File: src/rtl/lc3b_types.sv
// Shared types for the LC-3b memory hierarchy: machine word, cache line and
// the cache-to-memory arbiter state encoding.
package lc3b_types;

  typedef logic [15:0]  lc3b_word;
  typedef logic [127:0] lc3b_line;

  typedef enum logic [1:0] {
    IDLE    = 2'd0,
    SERVE_I = 2'd1,
    SERVE_D = 2'd2
  } arb_state_t;

  localparam logic GRANT_I = 1'b0;
  localparam logic GRANT_D = 1'b1;

endpackage

File: src/rtl/arbiter_control.sv
// Round-robin grant FSM for the I/D-cache memory arbiter: holds the state and
// last-grant registers and decodes the memory strobes and per-cache responses.
module arbiter_control
  import lc3b_types::*;
(
  input  logic       clk,
  input  logic       rst,
  input  logic       icache_read,
  input  logic       icache_write,
  input  logic       dcache_read,
  input  logic       dcache_write,
  input  logic       pmem_resp,
  output arb_state_t state,
  output logic       pmem_read,
  output logic       pmem_write,
  output logic       icache_resp,
  output logic       dcache_resp
);

  arb_state_t next_state;
  logic       last_grant;
  logic       i_req;
  logic       d_req;

  assign i_req = icache_read | icache_write;
  assign d_req = dcache_read | dcache_write;

  // state and last-grant registers; last_grant only moves when a grant is issued
  always_ff @(posedge clk) begin
    if (rst) begin
      state      <= IDLE;
      last_grant <= GRANT_D;
    end else begin
      state <= next_state;
      if ((state == IDLE) && (next_state != IDLE)) begin
        last_grant <= (next_state == SERVE_D) ? GRANT_D : GRANT_I;
      end else begin
        last_grant <= last_grant;
      end
    end
  end

  // next-state and output decode; a simultaneous read+write resolves to a read
  always_comb begin
    next_state  = state;
    pmem_read   = 1'b0;
    pmem_write  = 1'b0;
    icache_resp = 1'b0;
    dcache_resp = 1'b0;
    case (state)
      IDLE: begin
        if (i_req && d_req) begin
          next_state = (last_grant == GRANT_D) ? SERVE_I : SERVE_D;
        end else if (i_req) begin
          next_state = SERVE_I;
        end else if (d_req) begin
          next_state = SERVE_D;
        end else begin
          next_state = IDLE;
        end
      end
      SERVE_I: begin
        pmem_read   = icache_read;
        pmem_write  = icache_write & ~icache_read;
        icache_resp = pmem_resp;
        if (pmem_resp) begin
          next_state = IDLE;
        end else begin
          next_state = SERVE_I;
        end
      end
      SERVE_D: begin
        pmem_read   = dcache_read;
        pmem_write  = dcache_write & ~dcache_read;
        dcache_resp = pmem_resp;
        if (pmem_resp) begin
          next_state = IDLE;
        end else begin
          next_state = SERVE_D;
        end
      end
      default: begin
        next_state = IDLE;
      end
    endcase
  end

endmodule

File: src/rtl/mux2.sv
// Generic two-input multiplexer: f = sel ? b : a.
module mux2 #(
  parameter int WIDTH = 16
) (
  input  logic             sel,
  input  logic [WIDTH-1:0] a,
  input  logic [WIDTH-1:0] b,
  output logic [WIDTH-1:0] f
);

  // select between the two inputs
  always_comb begin
    if (sel) begin
      f = b;
    end else begin
      f = a;
    end
  end

endmodule

File: src/rtl/cache_mem_arbiter.sv
// Arbitrates I-cache and D-cache line fills/write-backs onto one physical
// memory port, one transaction at a time, round-robin between the caches.
module cache_mem_arbiter
  import lc3b_types::*;
#(
  parameter int ADDR_WIDTH = 16,
  parameter int LINE_WIDTH = 128
) (
  input  logic                  clk,
  input  logic                  rst,
  input  logic                  icache_read,
  input  logic                  icache_write,
  input  logic [ADDR_WIDTH-1:0] icache_address,
  input  logic [LINE_WIDTH-1:0] icache_wdata,
  output logic [LINE_WIDTH-1:0] icache_rdata,
  output logic                  icache_resp,
  input  logic                  dcache_read,
  input  logic                  dcache_write,
  input  logic [ADDR_WIDTH-1:0] dcache_address,
  input  logic [LINE_WIDTH-1:0] dcache_wdata,
  output logic [LINE_WIDTH-1:0] dcache_rdata,
  output logic                  dcache_resp,
  output logic                  pmem_read,
  output logic                  pmem_write,
  output logic [ADDR_WIDTH-1:0] pmem_address,
  output logic [LINE_WIDTH-1:0] pmem_wdata,
  input  logic [LINE_WIDTH-1:0] pmem_rdata,
  input  logic                  pmem_resp
);

  arb_state_t              state;
  logic                    sel_d;
  logic                    active;
  logic [ADDR_WIDTH-1:0]   sel_address;
  logic [LINE_WIDTH-1:0]   sel_wdata;

  arbiter_control u_ctrl (
    .clk          (clk),
    .rst          (rst),
    .icache_read  (icache_read),
    .icache_write (icache_write),
    .dcache_read  (dcache_read),
    .dcache_write (dcache_write),
    .pmem_resp    (pmem_resp),
    .state        (state),
    .pmem_read    (pmem_read),
    .pmem_write   (pmem_write),
    .icache_resp  (icache_resp),
    .dcache_resp  (dcache_resp)
  );

  assign sel_d  = (state == SERVE_D);
  assign active = (state != IDLE);

  mux2 #(.WIDTH(ADDR_WIDTH)) u_addr_mux (
    .sel (sel_d),
    .a   (icache_address),
    .b   (dcache_address),
    .f   (sel_address)
  );

  mux2 #(.WIDTH(LINE_WIDTH)) u_wdata_mux (
    .sel (sel_d),
    .a   (icache_wdata),
    .b   (dcache_wdata),
    .f   (sel_wdata)
  );

  // the memory port is parked at zero while no cache holds the grant
  mux2 #(.WIDTH(ADDR_WIDTH)) u_addr_gate (
    .sel (active),
    .a   ({ADDR_WIDTH{1'b0}}),
    .b   (sel_address),
    .f   (pmem_address)
  );

  mux2 #(.WIDTH(LINE_WIDTH)) u_wdata_gate (
    .sel (active),
    .a   ({LINE_WIDTH{1'b0}}),
    .b   (sel_wdata),
    .f   (pmem_wdata)
  );

  assign icache_rdata = pmem_rdata;
  assign dcache_rdata = pmem_rdata;

endmodule

File: config.mk
export PLATFORM = sky130hd
export DESIGN_NAME = cache_mem_arbiter
export DESIGN_NICKNAME = d
export VERILOG_FILES = /design/src/rtl/lc3b_types.sv /design/src/rtl/arbiter_control.sv /design/src/rtl/mux2.sv /design/src/rtl/cache_mem_arbiter.sv
export SDC_FILE = /design/constraint.sdc
export NUM_CORES = 1
export LEC_CHECK = 0
export CORE_AREA = 4 4 317 319
export DETAILED_ROUTE_END_ITERATION = 8
export DIE_AREA = 0 0 321 323
export REMOVE_ABC_BUFFERS = 1
export SYNTH_ARGS = -nofsm -noshare
export SYNTH_HDL_FRONTEND = slang
export SYNTH_SLANG_ARGS = --single-unit
File: constraint.sdc
create_clock -name clk -period 5.27 [get_ports clk]
set_clock_uncertainty 0.2 [all_clocks]
set_input_delay 1.054 -clock clk [delete_from_list [all_inputs] [get_ports clk]]
set_output_delay 1.054 -clock clk [all_outputs]
set_load 0.02 [all_outputs]
### Word level (Yosys, flattened, before mapping)

Index checks and enable logic that the tools add are counted.

* output and inout port bits: 404
* bits of input ports: 423
* word-level logic and storage cells: 32
* register bits after elaboration: 3

* reduce and logical (&&, ||, !) cells: 5
* equal/unequal tests: 3
* bitwise gates (word level): 6
* multiplexer cells: 16

Operators by type and width (count)
* $mux W128: 2
* $mux W16: 2
* $mux W2: 5
* $pmux W2 S3: 1
* $eq A2 B2 Y1 const B: 2
* $mux W1: 4
* $pmux W1 S2: 2
* $reduce_bool A2 Y1: 2
* $and A1 B1 Y1: 2
* $eq A2 B1 Y1 const B: 1
* $logic_and A1 B1 Y1: 2
* $logic_not A2 Y1: 1
* $not A1 Y1: 2
* $or A1 B1 Y1: 2

### Depth between registers and ports, before layout

* word-level depth: 7
* gate-level depth with buffers: 7
* gate-level depth less buffers: 5

### Modules after synthesis

From an unflattened synthesis, not the netlist that was laid out.

* cells, all modules: 610
* area, all modules: 5945.7 sq um

Modules (own cells, without submodules)
* mux2 (u_wdata_gate ...): seq. area each 0.0 sq um, instances 2, area an instance 1619.1 sq um, cells each 142
* cache_mem_arbiter: seq. area each 0.0 sq um, instances 1, area an instance 1938.1 sq um, cells each 259
* mux2 (u_addr_gate ...): seq. area each 0.0 sq um, instances 2, area an instance 249.0 sq um, cells each 18
* arbiter_control: seq. area each 60.1 sq um, instances 1, area an instance 271.5 sq um, cells each 31

### Least setup slack after synthesis

OpenSTA, ideal clock, no wires.

* kind: input to output
* from: input dcache_write
* to: output pmem_write
* stages: 3
* arrival: 1.453 ns
* path buffers: 0
* data required time: 4.016 ns
* path slack: 2.563 ns
* path through: nand2_1 > o22ai_1 > and2_1

* cells in the longest elaborated chain, start to end: 2

RTL lines
* from (decl): RTL line cache_mem_arbiter.sv:18 `input logic dcache_write,`
* $and A1 B1 Y1: RTL line arbiter_control.sv:74 `pmem_write = dcache_write & ~dcache_read;`
* $pmux W1 S2: RTL line arbiter_control.sv:50 `case (state)`
* to (decl): RTL line cache_mem_arbiter.sv:24 `output logic pmem_write,`

Every way passes these cells.

### Worst setup path in the final report

* from: register u_ctrl.state[0]
* to: output pmem_wdata[83]

* cells in the longest elaborated chain, start to end: 3
* elaborated cells between the ends (all ways): 4
* those cells by class: eq/ne: 1; mux: 2; reduce/logical: 1

RTL lines
* from (decl): RTL line arbiter_control.sv:13 `output arb_state_t state,`
* from (signal assigned): RTL line arbiter_control.sv:34 `state <= next_state;`
* $eq A2 B2 Y1: RTL line cache_mem_arbiter.sv:52 `assign sel_d = (state == SERVE_D);`
* $mux W128: RTL line mux2.sv:13 `if (sel) begin`
* $mux W128 (*): RTL line mux2.sv:13
* to (decl): RTL line cache_mem_arbiter.sv:26 `output logic [LINE_WIDTH-1:0] pmem_wdata,`

Mark *: on every way between the ends. The rest lies on a longest branch, timed or not.

==> results.toml <==
[yosys]
ys_types = 26
synth-edff-count = 0
synth_area_sq_um = 4520
synth-async-reset-ratio_pct = 0
synth-seq-area-share_pct = 1.33
synth_seq_cells = 3
synthFlopType = "dfxtp_1"
syn_avg_cell_area_sq_um = 7.43
synthCells = 608
yosysWarnings = 0
synth_top_area_share_pct = 42.9
synth_largest_area_cell = "buf_4"
synth_area_leaders = "buf_4 43%, mux2i_1 32%, nor2_1 12%"
synth_common_cells = "258 x buf_4, 146 x nor2_1, 144 x mux2i_1"
synth.most_common_cell = "buf_4"

[pwr]
p_leak_nw = 2.49
p_total_mw = 1.99
irDropWorstVdd_v = 0.0000997
p_per_area_nw_per_um2 = 235

[clocking]
root_buffer = "clkbuf_16"
clock-sinks = 3
clk_pin_slew_ps = 30
htreeDepth = 1
hold_buffers = 0
cts_buffers = 3
cts_tree = "done"
cts_max_path_buffers = 2
cts_resized = 0
postCtsSetupRepairBufs = 0
clock_latency_ps = 230

[hold_path]
hold_depth = 1
min_path_type = "reg -> reg"
hold_path_end = "u_ctrl.last_grant$_SDFFE_PP1P_"
hold_path.startpoint = "u_ctrl.last_grant$_SDFFE_PP1P_"

[detailed_routing]
first_iter_violations = 188
drt-met1-wl_microns = 29900
wirelength_microns = 78900
drc = 0
drt_pass1_iterations = 4
vias = 5313
drt-wirelength-per-cell_microns = 38.3
ant_nets = 0
route.met3.wl_microns = 17400
highest-signal-layer = "met5"
met2_length_microns = 30000
via_per_inst = 2.58

[die]
rows = 115
fp.dieArea_sq_um = 104000
initial_utilization_pct = 4.62
pin_count = 827
die_height_microns = 323
die_x_microns = 321
core_region_area_sq_um = 97800

[timing]
rsz0062_at_grt = "false"
finalCritPeriodShare_pct = 81.3
fin_crit_ps = 4290
slew_violations = 0
slew_headroom_pct = 49.6
finalSetupViolCount = 0
hold_violations = 0
worst_pin_slew_ps = 753
fmaxAchievable_mhz = 233
fin_tns_setup_ps = 0

[global_routing]
antenna_found_initial = 4
grt_pass1_vias = 5423
gr-usage-all-layers_pct = 14.4
grt_start_max_net_pins = 76
grt_overflow = 0
grt_pass1_wl_microns = 90100

[critical_path]
cp_cell_sequence = "inv_1 -> ha_4 -> buf_12 -> buf_4 -> mux2i_1 -> nor2_1 -> clkdlybuf4s50_1"
critPathRequiredTime_ps = 4020
setup.worst_path.start_class = "flip-flop"
rr_startpoint = "u_ctrl.state[0]$_SDFF_PP0_"
crit_type = "reg -> out"
crit_arrival_ps = 3030
path_max_fanout = 45
critPathMaxStageDelay_ps = 980
rr_worst_depth = 4
endpoint_kind = "output port"
slowest_stage = "clkdlybuf4s50_1"
r2r-end = "u_ctrl.last_grant$_SDFFE_PP1P_"
rrSetupSlack_ps = 3380

[placed_design]
portBuffers = 442
gp_congestion = 0.731
hpwl_microns = 68800

[cells_and_area]
final_util_pct = 8.66
drive_gt1_share_pct = 1.81
syn2layout_area_growth_pct = 87.7
final_nets = 1201

[status]
outcome = "finished clean"

[run]
max_cap_viol_count = 0
[sequential cells by signal, summed over array words and instances, names as in the netlist]
register,count
u_ctrl.state,2
u_ctrl.last_grant,1
[cell families after synthesis]
kind of cell	after synthesis	share of synthesized area [%]
fa+ha+maj	4	1.11
compound gates	9	1.52
flops	3	1.33
buf+inv	291	50.6
mux	144	31.9
simple gates	157	13.5
[layer usage]
metal,up-vias,global-route usage [%]
met5,-,7.39
met4,25,1.05
met3,46,14.5
met2,859,19.9
met1,2348,15.6
li1,2035,-
[critical path: cells and delay by family, from the launching register on]
| kind | cells | cell delay (ps) |
|---|---|---|
| buffers and inverters | 4 | 1800 |
| adder cells (fa/ha/maj) | 1 | 390 |
| flip-flops | 1 | 320 |
| multiplexers | 1 | 110 |
| AND/OR/NAND/NOR | 1 | 100 |
[how the worst max path moves through the flow]
stage	start	to	slack, ps
2_1_floorplan	u_ctrl.state[0]$_SDFF_PP0_	pmem_read	-2000
5_1_grt	u_ctrl.state[0]$_SDFF_PP0_	pmem_wdata[83]	930
3_5_place_dp	icache_wdata[81]	pmem_wdata[81]	990
6_report	u_ctrl.state[0]$_SDFF_PP0_	pmem_wdata[83]	980
4_1_cts	u_ctrl.state[0]$_SDFF_PP0_	pmem_wdata[81]	940
3_3_place_gp	icache_wdata[81]	pmem_wdata[81]	980
[layout make-up]
class | count | area [sq um]
Clock buffer | 4 | 78.8
Sequential cell | 3 | 60.1
Multi-Input combinational cell | 314 | 2200
Inverter | 2 | 7.51
Tap cell | 1287 | 1610
Antenna cell | 1 | 2.50
Timing Repair Buffer | 450 | 4520
Fill cell | 11500 | 89400
[report_power, final]
group | total (mW) | internal [mW] | switching [mW] | leakage [nW]
clock network | 0.121 | 0.0998 | 0.0209 | 0.0382
registers | 0.0342 | 0.0285 | 0.00569 | 0.0249
logic | 1.84 | 0.789 | 1.05 | 2.42
[through the flow]
step                setup slack (ps)  cell area [sq um]  std cells  hold WS (ps)
CTS                              938               8480       2060           361
detailed placement               995               8400       2056           352
global placement                 983               8400       2056           333
finish                           984               8480       2061           371
global route                     935               8480       2060           376
floorplan                      -2000               2240        319           310
[cell usage in the layout (no fill, tap or decap), types with 2 or more instances in the layout]
cell type,netlist,layout
nand2b_1,2,2
clkbuf_16,0,3
nand2_1,2,2
clkdlybuf4s50_1,0,442
and2_1,3,3
buf_12,11,3
dfxtp_1,3,3
buf_4,258,5
ha_4,0,2
nor2b_1,2,2
inv_1,2,2
ha_1,4,2
nor2_1,146,146
mux2i_1,144,144
Power figures use the tool's default switching activity.
